### src/rtl/pkt_pkg.sv
// Shared types and constants for the packet transmit serializer.
// Beat count depends on PKT_TX_CHECKSUM_EN (adds one trailing checksum beat).
package pkt_pkg;

    localparam int BEAT_W     = 32;
    // {src, dest, seq[7:0]} must fit in one beat, so addresses are at most 12 bits
    localparam int ADDR_W_MAX = 12;

    typedef struct packed {
        logic [31:0]           id;
        logic [ADDR_W_MAX-1:0] src;
        logic [ADDR_W_MAX-1:0] dest;
    } pkt_hdr_t;

    typedef enum logic [1:0] {
        IDLE,
        POP,
        LOAD,
        SEND
    } tx_state_e;

    function automatic int beat_count(input int payload_w);
        int n;
        n = 2 + payload_w / BEAT_W;
`ifdef PKT_TX_CHECKSUM_EN
        n = n + 1;
`endif
        return n;
    endfunction

endpackage

### src/rtl/pkt_tx_checksum.sv
// Running XOR accumulator over accepted beats; clr has priority over en.
// Only instantiated when PKT_TX_CHECKSUM_EN is defined.
module pkt_tx_checksum
    import pkt_pkg::*;
(
    input  logic              clk,
    input  logic              rst,
    input  logic              clr,
    input  logic              en,
    input  logic [BEAT_W-1:0] data,
    output logic [BEAT_W-1:0] sum
);

    logic [BEAT_W-1:0] sum_reg;

    always_ff @(posedge clk) begin
        if (rst || clr) begin
            sum_reg <= '0;
        end else if (en) begin
            sum_reg <= sum_reg ^ data;
        end
    end

    assign sum = sum_reg;

endmodule

### src/rtl/packet_tx_serializer.sv
// Pops packets from an upstream queue and serializes them as 32-bit beats:
// id, {src,dest,seq}, payload words MSW first, plus a checksum beat under PKT_TX_CHECKSUM_EN.
module packet_tx_serializer
    import pkt_pkg::*;
#(
    parameter int ADDR_W    = 8,
    parameter int PAYLOAD_W = 128
) (
    input  logic                 clk,
    input  logic                 rst,
    input  logic                 q_empty,
    output logic                 q_pop,
    input  logic [31:0]          in_id,
    input  logic [ADDR_W-1:0]    in_src,
    input  logic [ADDR_W-1:0]    in_dest,
    input  logic [PAYLOAD_W-1:0] in_payload,
    output logic                 tx_valid,
    input  logic                 tx_ready,
    output logic [31:0]          tx_data,
    output logic                 tx_last,
    output logic                 busy,
    output logic [15:0]          frame_cnt
);

    localparam int NWORDS = PAYLOAD_W / BEAT_W;
    localparam int BEATS  = beat_count(PAYLOAD_W);
    localparam int IDX_W  = $clog2(BEATS);
    localparam logic [IDX_W-1:0] LAST_IDX = IDX_W'(BEATS - 1);

    tx_state_e            state_reg;
    tx_state_e            state_next;
    logic [IDX_W-1:0]     beat_idx_reg;
    pkt_hdr_t             hdr_reg;
    logic [PAYLOAD_W-1:0] payload_reg;
    logic [7:0]           seq_reg;
    logic [7:0]           seq_frame_reg;
    logic [15:0]          frame_cnt_reg;

    logic                 fire;
    logic                 last_fire;
    logic [BEAT_W-1:0]    addr_beat;
    logic [BEAT_W-1:0]    beat_data;
    logic [BEAT_W-1:0]    payload_words [NWORDS];

    assign fire      = (state_reg == SEND) && tx_ready;
    assign last_fire = fire && (beat_idx_reg == LAST_IDX);

    // Stored addresses are zero-extended, so the shifts leave the MSBs clear
    assign addr_beat = (BEAT_W'(hdr_reg.src) << (ADDR_W + 8))
                     | (BEAT_W'(hdr_reg.dest) << 8)
                     | BEAT_W'(seq_frame_reg);

    for (genvar gi = 0; gi < NWORDS; gi++) begin : g_words
        assign payload_words[gi] = payload_reg[PAYLOAD_W-1-gi*BEAT_W -: BEAT_W];
    end

`ifdef PKT_TX_CHECKSUM_EN
    logic [BEAT_W-1:0] csum;

    pkt_tx_checksum u_checksum (
        .clk  (clk),
        .rst  (rst),
        .clr  (state_reg == LOAD),
        .en   (fire),
        .data (beat_data),
        .sum  (csum)
    );
`endif

    always_ff @(posedge clk) begin
        if (rst) begin
            state_reg <= IDLE;
        end else begin
            state_reg <= state_next;
        end
    end

    always_comb begin
        state_next = state_reg;
        case (state_reg)
            IDLE:    if (!q_empty) state_next = POP;
            POP:     state_next = LOAD;
            LOAD:    state_next = SEND;
            SEND:    if (last_fire) state_next = q_empty ? IDLE : POP;
            default: state_next = IDLE;
        endcase
    end

    always_comb begin
        q_pop    = 1'b0;
        tx_valid = 1'b0;
        tx_last  = 1'b0;
        tx_data  = '0;
        busy     = (state_reg != IDLE);
        case (state_reg)
            POP: q_pop = 1'b1;
            SEND: begin
                tx_valid = 1'b1;
                tx_last  = (beat_idx_reg == LAST_IDX);
                tx_data  = beat_data;
            end
            default: ;
        endcase
    end

    always_comb begin
        beat_data = '0;
        if (beat_idx_reg == IDX_W'(0)) begin
            beat_data = hdr_reg.id;
        end else if (beat_idx_reg == IDX_W'(1)) begin
            beat_data = addr_beat;
        end
        for (int i = 0; i < NWORDS; i++) begin
            if (beat_idx_reg == IDX_W'(i + 2)) begin
                beat_data = payload_words[i];
            end
        end
`ifdef PKT_TX_CHECKSUM_EN
        if (beat_idx_reg == LAST_IDX) begin
            beat_data = csum;
        end
`endif
    end

    always_ff @(posedge clk) begin
        if (rst) begin
            beat_idx_reg  <= '0;
            hdr_reg       <= '0;
            payload_reg   <= '0;
            seq_reg       <= '0;
            seq_frame_reg <= '0;
            frame_cnt_reg <= '0;
        end else begin
            case (state_reg)
                LOAD: begin
                    hdr_reg.id    <= in_id;
                    hdr_reg.src   <= ADDR_W_MAX'(in_src);
                    hdr_reg.dest  <= ADDR_W_MAX'(in_dest);
                    payload_reg   <= in_payload;
                    seq_frame_reg <= seq_reg;
                    beat_idx_reg  <= '0;
                end
                SEND: begin
                    if (last_fire) begin
                        beat_idx_reg  <= '0;
                        seq_reg       <= seq_reg + 8'd1;
                        frame_cnt_reg <= frame_cnt_reg + 16'd1;
                    end else if (fire) begin
                        beat_idx_reg <= beat_idx_reg + 1'b1;
                    end
                end
                default: ;
            endcase
        end
    end

    assign frame_cnt = frame_cnt_reg;

endmodule

### config.mk
export PLATFORM = sky130hd
export DESIGN_NAME = packet_tx_serializer
export DESIGN_NICKNAME = d
export VERILOG_FILES = /design/src/rtl/pkt_pkg.sv /design/src/rtl/pkt_tx_checksum.sv /design/src/rtl/packet_tx_serializer.sv
export SDC_FILE = /design/constraint.sdc
export NUM_CORES = 1
export LEC_CHECK = 0
export ABC_AREA = 1
export CAP_MARGIN = 0
export CORE_UTILIZATION = 40
export DETAILED_ROUTE_END_ITERATION = 10
export PLACE_DENSITY = 0.67
export SKIP_LAST_GASP = 1
export SLEW_MARGIN = 20
export SYNTH_ARGS = -nofsm -noshare
export SYNTH_HDL_FRONTEND = slang
export SYNTH_HIERARCHICAL = 1
export SYNTH_SLANG_ARGS = --single-unit
### constraint.sdc
create_clock -name clk -period 2.55 [get_ports clk]
set_input_delay 0.255 -clock clk [delete_from_list [all_inputs] [get_ports clk]]
set_output_delay 0.255 -clock clk [all_outputs]
set_load 0.005 [all_outputs]
# Yosys cells after proc, flatten, opt, wreduce, memory -nomap -nowiden
# Cells that the tools add are included.
# word_totals
wordCells	51
ff_bits	213
inputBits	180
out_inout_bits	52
# op_classes
eq_ne	11
n_bitwise	2
reduce_logical	9
n_addsub	3
n_mux	17
# ops
cell	count
$mux 32	6
$mux 24	1
$or 24x16->24	1
$or 24x8->24	1
$add 16x1->16 const B	1
$add 8x1->8 const B	1
$pmux 2 s4	1
$eq 3x2->1 const B	2
$eq 3x3->1 const B	2
$mux 3	2
$pmux 3 s2	1
$reduce_and 2->1	3
$eq 2x2->1 const B	2
$mux 1	4
$mux 2	2
$ne 2x2->1 const B	2
$reduce_bool 2->1	2
$add 3x1->3 const B	1
$eq 3x1->1 const B	1
$logic_not 3->1	1
$ne 3x3->1 const B	1
$eq 2x1->1 const B	1
$logic_and 1x1->1	2
$logic_not 2->1	1

# Logic depth before layout (Yosys ltp)
# Gate-level depths: netlist (run 1).
# depth
word_depth	9
ltp_mapped	12
ltp_nobuf	11

# Worst setup path after synthesis (run 1)
# Ideal clock, no wire load.
# synth_path
path_type	reg2out
start	register beat_idx_reg[2]
end	output tx_data[10]
stages_incl_launch_ff	9
t_arrival_ns	1.656
required_ns	2.295
n_path_buf	2
slack_ns	0.639
cell_sequence	dfxtp_1 -> inv_2 -> clkbuf_1 -> ha_1 -> clkinv_1 -> clkbuf_1 -> or2_2 -> nand3_1 -> a21oi_1
# synth_via
elab_chain_cells	8
word_cells_on_any_way	13
classes_between	eq/ne: 5; mux: 7; reduce/logical: 1
# synth_lines
element	line	source
from (decl)	packet_tx_serializer.sv:32	logic [IDX_W-1:0] beat_idx_reg;
from (signal assigned)	packet_tx_serializer.sv:149	beat_idx_reg <= beat_idx_reg + 1'b1;
$eq 3x1->1	packet_tx_serializer.sv:110	end else if (beat_idx_reg == IDX_W'(1)) begin
$mux 24	packet_tx_serializer.sv:110	
$mux 32	packet_tx_serializer.sv:108	if (beat_idx_reg == IDX_W'(0)) begin
$mux 32 (3 in a row)	packet_tx_serializer.sv:114	if (beat_idx_reg == IDX_W'(i + 2)) begin
$mux 32 *	packet_tx_serializer.sv:114	
$mux 32 *	packet_tx_serializer.sv:95	case (state_reg)
to (decl)	packet_tx_serializer.sv:19	output logic [31:0] tx_data,
# Every way passes the cells marked *; elsewhere a longest branch is shown, timed or not.

# Final worst setup path (run 1)
# layout_path
start	register beat_idx_reg[0]
end	output tx_data[22]
# The elaborated chain is that of the path after synthesis.

==> out/results.ini, run 1 <==
[status]
status=finished, violations left
violated_checks=setup timing

[global_route]
grt_util_met3=0.0487
globalRoute.totalOverflow=0
grt_max_degree=166
grt_pass1_wl_microns=48000
antenna_found_initial=0
first_global_vias=9307
globalRoute.busiestLayer=met2
grt.met2_usage=0.424
total_routing_usage_gr=0.244
groute.layer.met1.usage=0.292

[run]
maxCapViolCount=0

[die]
design.portCount=232
row_count=56
area_enclosed_by_the_die_boundary_sq_mm=0.0250
core_outline_area_sq_mm=0.0237
initial_core_util=0.411
chipWidth_microns=158
die_height_microns=158

[logic_synthesis]
synth_commonest_cells=342 x nor2_1, 232 x o21ai_0, 213 x dfxtp_1
net_count_after_synthesis=1632
ys_async_sr_fraction=0
synth_ff_type=dfxtp_1
syn_area_cell_sq_um=6.76
yosysSeqAreaShare=0.438
yosysTopAreaCell=dfxtp_1
synth_top_cell_area_share=0.438
synthTopCellsByArea=dfxtp_1 44%, nor2_1 13%, o21ai_0 12%
number_of_library_cell_types_mapped_by_synthesis=27
yosysWarnings=6
synth_cells=1440
netlist_area_sq_mm=0.00973
synth_enable_flop_cells=0
count_leader_synth=nor2_1
ys_ff_latch=213

[sta]
setup_violations=17
tightest_pin_transition_ns=0.676
timing.final.max_slew_violations=0
timing.final.ws_setup_ns=-0.168
fin_crit_ns=2.72
max_slew_margin=0.549
hold_viol_final=0
hold_slack_ns=0.318
achievable-frequency_mhz=368
min_period_over_period=1.07
clock_skew_ns=0.0142
unrepaired_setup_endpoints_after_global_routing=yes

[worst_setup_path]
cp.required_ns=2.30
critPathMaxFanout=15
timing.critical_path.arrival_ns=2.46
reg2reg_setup_slack_ns=0.53
end_kind=output port
startpoint_types=flip-flop
crit_type=flip-flop to output port

[clock_tree]
cts_root_buf=clkbuf_16
clk_latency_ns=0.52
clock_sinks=213
htree_levels=1
ctsLongestPathBuffers=3
clk_transition_reported_paths_ns=0.06
cts_buffers=24
cts_tree=yes

[route]
vias=10000
route.detailed.vias_per_inst=5.07
detail-route-antenna-nets=0
drt-pass1-iter-count=5
drt-wirelength-per-cell_microns=16.1
detail_route.iter0.violations=693
route.detailed.drc=0
detail_route.wirelength_microns=31800

[cells_and_area]
post_route_core_utilization=0.576
final_layout_size_suffix_gt1_frac=0.101
n_antenna_cell=0
layout.cell_area.non_filler_sq_mm=0.0136
area_added_between_synthesis_and_finish_pct=40.2
nets=1833
max_reg_flops=128

[place]
dpl-instance-area_sq_mm=0.0124
gp_congestion=0.854
dpl_worst_slack_ns=0.138
dp.final_hpwl_microns=20800
place.port_buffers=231

[power_and_ir_drop]
peakVddDrop_mv=0.469
power_density_mw_per_mm2=847
p_leak_uw=0.00593

[min_path]
classification_of_the_worst_slack_hold_path=input pin to flip-flop

==> logic make-up after synthesis <==
kind of cell,count (synthesis),share of synthesized area
adders and majority gates,12,0.0154
buffers and inverters,193,0.0774
and+or+nand+nor,694,0.297
AOI/OAI and AO/OA,328,0.172
DFF,213,0.438
==> per-layer routing <==
layer / wire, microns / up-vias
li1: - / 5060
met1: 12900 / 4594
met2: 15800 / 308
met3: 1950 / 68
met4: 1190 / 0
met5: 0 / -
==> final timing paths <==
check                           cells past startpoint                          from                            to
worst max-delay path                                8  beat_idx_reg[0]$_SDFFE_PP0P_                   tx_data[22]
worst min-delay path                                3                in_payload[16]  payload_reg[16]$_SDFFE_PP0P_
worst min register to register                      2       seq_reg[7]$_SDFFE_PP0P_       seq_reg[7]$_SDFFE_PP0P_
worst max register to register                      6     state_reg[0]$_SDFFE_PP0P_      hdr_reg[50]$_SDFFE_PP0P_
==> through the flow <==
step | total power [uW] | TNS [ns] | cells
2_1_floorplan | 6810 | 0 | 1440
3_3_place_gp | 7980 | 0 | 1919
3_5_place_dp | 8040 | 0 | 1919
4_1_cts | 11600 | -3.63 | 1965
5_1_grt | 12300 | -3.88 | 1977
6_report | 11500 | -1.26 | 1977
==> area by class of cell <==
type | count | area, sq um
clock buffer | 38 | 744
clock inverter | 5 | 53.8
fill | 2294 | 10000
inverter | 92 | 363
multi-input combinational | 1034 | 4860
sequential | 213 | 4270
tap | 319 | 399
timing repair buffer | 276 | 2950
==> layout by cell type, fill, tap and decap left out, types with 8 or more instances in the layout <==
cell / netlist / final
nor2_1: 342 / 341
o21ai_0: 232 / 232
dfxtp_1: 213 / 210
clkdlybuf4s50_1: 0 / 204
nand2_1: 190 / 190
nand3_1: 121 / 119
inv_1: 87 / 82
a21oi_1: 84 / 63
clkbuf_16: 0 / 30
or2_2: 24 / 24
a21oi_2: 0 / 21
buf_4: 0 / 19
buf_12: 0 / 15
dlymetal6s2s_1: 0 / 11
clkbuf_2: 0 / 10
o211ai_1: 8 / 8
==> report_power, final <==
group	leakage, uW	internal, uW	switching [uW]
clock network	0.000395	2090	1380
logic	0.00379	1190	1940
registers	0.00175	4410	531
==> timing repair <==
item,4_1_cts,5_1_grt
setup buffers,1,7
setup endpoints to repair,32,32
gates resized for setup,41,63
hold buffers,0,0
pin swaps,6,17
cloned,2,5
==> worst max-delay path, cell delays in order (launching register included) <==
cell and delay (ns):
dfxtp_4 0.38, ha_1 0.16, ha_2 0.20, clkinv_4 0.12
buf_12 0.17, or2_2 0.26, nand3_1 0.13, a21oi_2 0.07
clkdlybuf4s50_1 0.44
Note: power is estimated with default switching activity, not from simulation.
==> run 2: changes to the inputs <==
--- a/config.mk
+++ b/config.mk
@@ -9,6 +9,7 @@
 export CAP_MARGIN = 0
 export CORE_UTILIZATION = 40
 export DETAILED_ROUTE_END_ITERATION = 10
+export HOLD_SLACK_MARGIN = 0.1
 export PLACE_DENSITY = 0.67
 export SKIP_LAST_GASP = 1
 export SLEW_MARGIN = 20
@@ -16,3 +17,4 @@
 export SYNTH_HDL_FRONTEND = slang
 export SYNTH_HIERARCHICAL = 1
 export SYNTH_SLANG_ARGS = --single-unit
+export TNS_END_PERCENT = 20
==> run 2 against run 1 <==
The run still ends with setup timing left. Total power fell by 0.48%. Global-route usage fell by 0.14 points. Maximum frequency fell by 3.3%. Non-clock buffer count fell by 12. Sequential cell count did not move. Combinational power fell by 1%. Critical path type unchanged.
==> out/results.ini, run 2 (same netlist as run 1, synthesis figures left out) <==
[die]
initial_core_util=0.411  ; unchanged
row_count=56  ; unchanged
chipWidth_microns=158  ; unchanged
core_outline_area_sq_mm=0.0237  ; unchanged
area_enclosed_by_the_die_boundary_sq_mm=0.0250  ; unchanged
design.portCount=232  ; unchanged
die_height_microns=158  ; unchanged

[sta]
unrepaired_setup_endpoints_after_global_routing=yes
fin_crit_ns=2.81  ; +0.0926 ns
setup-tns-final_ns=-5.36  ; -4.10 ns
tightest_pin_transition_ns=0.670  ; -0.00594 ns
clock_skew_ns=0.0107  ; -0.00348 ns
setup_violations=25  ; +8
achievable-frequency_mhz=356  ; -3.3%
max_slew_margin=0.553  ; +0.00396
min_period_over_period=1.10  ; +0.0363
timing.final.ws_setup_ns=-0.261  ; -0.0926 ns
timing.final.max_slew_violations=0  ; unchanged
hold_viol_final=0  ; unchanged

[power_and_ir_drop]
peakVddDrop_mv=0.470  ; about the same
total_power_uw=11500  ; -0.48%
power_density_mw_per_mm2=859  ; +1.4%
p_leak_uw=0.00567  ; -4.4%

[min_path]
hold-path-endpoint=payload_reg[16]$_SDFFE_PP0P_
classification_of_the_worst_slack_hold_path=input pin to flip-flop
timing.hold.worst_path_depth=3  ; unchanged
holdCritStartpoint=in_payload[16]

[cells_and_area]
n_antenna_cell=0  ; unchanged
layout.cells.most_common=nor2_1
layout.cell_area.non_filler_sq_mm=0.0134  ; -1.8%
most-common-layout-cells=341 x nor2_1, 232 x o21ai_0, 222 x clkdlybuf4s50_1, 210 x dfxtp_1, 190 x nand2_1
final.fill_count=2332  ; +1.7%
nets=1821  ; -0.65%
max_reg_flops=128  ; unchanged
final_layout_size_suffix_gt1_frac=0.0753  ; -0.0260
area_added_between_synthesis_and_finish_pct=37.6

[clock_tree]
clk_latency_ns=0.52  ; about the same
cts_root_buf=clkbuf_16
cts_buffers=24  ; unchanged
htree_levels=1  ; unchanged
cts_tree=yes
ctsLongestPathBuffers=3  ; unchanged
clock_sinks=213  ; unchanged
clk_transition_reported_paths_ns=0.07  ; about the same
cts.hold.buffers_added=0  ; unchanged

[place]
dpl-instance-area_sq_mm=0.0124  ; unchanged
place.port_buffers=231  ; unchanged
dp.final_hpwl_microns=20800  ; unchanged
gp_congestion=0.854  ; unchanged

[route]
drt-pass1-iter-count=5  ; unchanged
drt-wirelength-per-cell_microns=15.7  ; -2.6%
detail_route.iter0.violations=666  ; -3.9%
route.detailed.vias_per_inst=5.01  ; -1.2%
route.detailed.drc=0  ; unchanged
vias=9849  ; -1.8%
detail_route.wirelength_microns=30800  ; -3.2%
detail-route-antenna-nets=0  ; unchanged

[worst_setup_path]
critical_path.max_stage_delay_ns=0.54  ; +0.10 ns
timing.critical_path.arrival_ns=2.56  ; +0.10 ns
startpoint_types=flip-flop
cp.buffers_inverters=4  ; +1
worstPathCellList=inv_1 > ha_1 > inv_1 > nor2_4 > clkbuf_16 > nand2_1 > nand3_1 > nand3_1 > nand3_1 > a21oi_1 > clkdlybuf4s50_1
path_common_cell=nand3_1
crit_slowest_cell=clkdlybuf4s50_1
cp.required_ns=2.30  ; about the same
critPathMaxFanout=16  ; +1
critPathTopFamily=buffers and inverters
ff2ff_path_depth=6  ; unchanged
r2r_path_start=state_reg[0]$_SDFFE_PP0P_
cp-startpoint=beat_idx_reg[0]$_SDFFE_PP0P_
worst_r2r_end=hdr_reg[54]$_SDFFE_PP0P_
reg2reg_setup_slack_ns=0.53  ; about the same
crit_type=flip-flop to output port
end_kind=output port

[global_route]
antenna_found_initial=0  ; unchanged
globalRoute.totalOverflow=0  ; unchanged
total_routing_usage_gr=0.242  ; -0.00142
first_global_vias=9268  ; -0.42%
grt_pass1_wl_microns=47800  ; -0.53%
grt_max_degree=166  ; unchanged

[run]
maxCapViolCount=0  ; unchanged

[status]
status=finished, violations left
violated_checks=setup timing

## run 2: power breakdown
group | internal (uW) | switching (uW) | leakage, uW
registers | 4410 | 527 | 0.00175
logic | 1190 | 1900 | 0.00353
clock network | 2090 | 1370 | 0.000395
total | 7690 | 3800 | 0.00567
## run 2: worst reg2reg max path: stages (launching register included)
cell	delay (ns)
dfxtp_1	0.40
inv_1	0.14
ha_4	0.21
inv_6	0.47
buf_4	0.50
nor2_1	0.10
nor2_1	0.12
## run 2: worst max path at each step
stage | cells after the start | to | slack, ns
final | 11 | tx_data[7] | -0.26
after floorplan | 8 | tx_data[10] | 0.64
after detailed placement | 10 | tx_data[23] | 0.14
after global routing | 10 | tx_data[27] | -0.40
after global placement | 10 | tx_data[23] | 0.17
after CTS | 11 | tx_data[21] | -0.27
## run 2: metal layers
layer,wire [microns],global-route usage,share of wire,up-vias
met2,15400,0.427,0.50,275
met3,1870,0.0485,0.061,61
met5,0,0,0,-
li1,-,-,-,5030
met4,1020,0.0884,0.033,0
met1,12500,0.290,0.41,4483
## run 2: area by class of cell
type	count	area (sq um)	area share
Inverter	92	354	0.0265
Multi-Input combinational cell	1034	4770	0.357
Sequential cell	213	4270	0.319
Tap cell	319	399	0.0298
Clock buffer	38	744	0.0556
Clock inverter	5	53.8	0.00402
Timing Repair Buffer	264	2790	0.209
## run 2: what timing repair did
item	in CTS	in global routing
buffers inserted	1	0
resized for setup	21	10
endpoints found under the setup margin	32	32
pin swaps	3	2
gates cloned	1	1
## run 2: through the flow
| stage | hold WS (ns) | cells | setup slack, ns | util |
|---|---|---|---|---|
| global route | 0.325 | 1965 | -0.397 | 0.565 |
| finish | 0.319 | 1965 | -0.261 | 0.565 |
| CTS | 0.309 | 1964 | -0.274 | 0.563 |
| detailed placement | 0.460 | 1919 | 0.138 | 0.525 |
| global placement | 0.460 | 1919 | 0.175 | 0.525 |
| floorplan | 0.390 | 1440 | 0.639 | - |
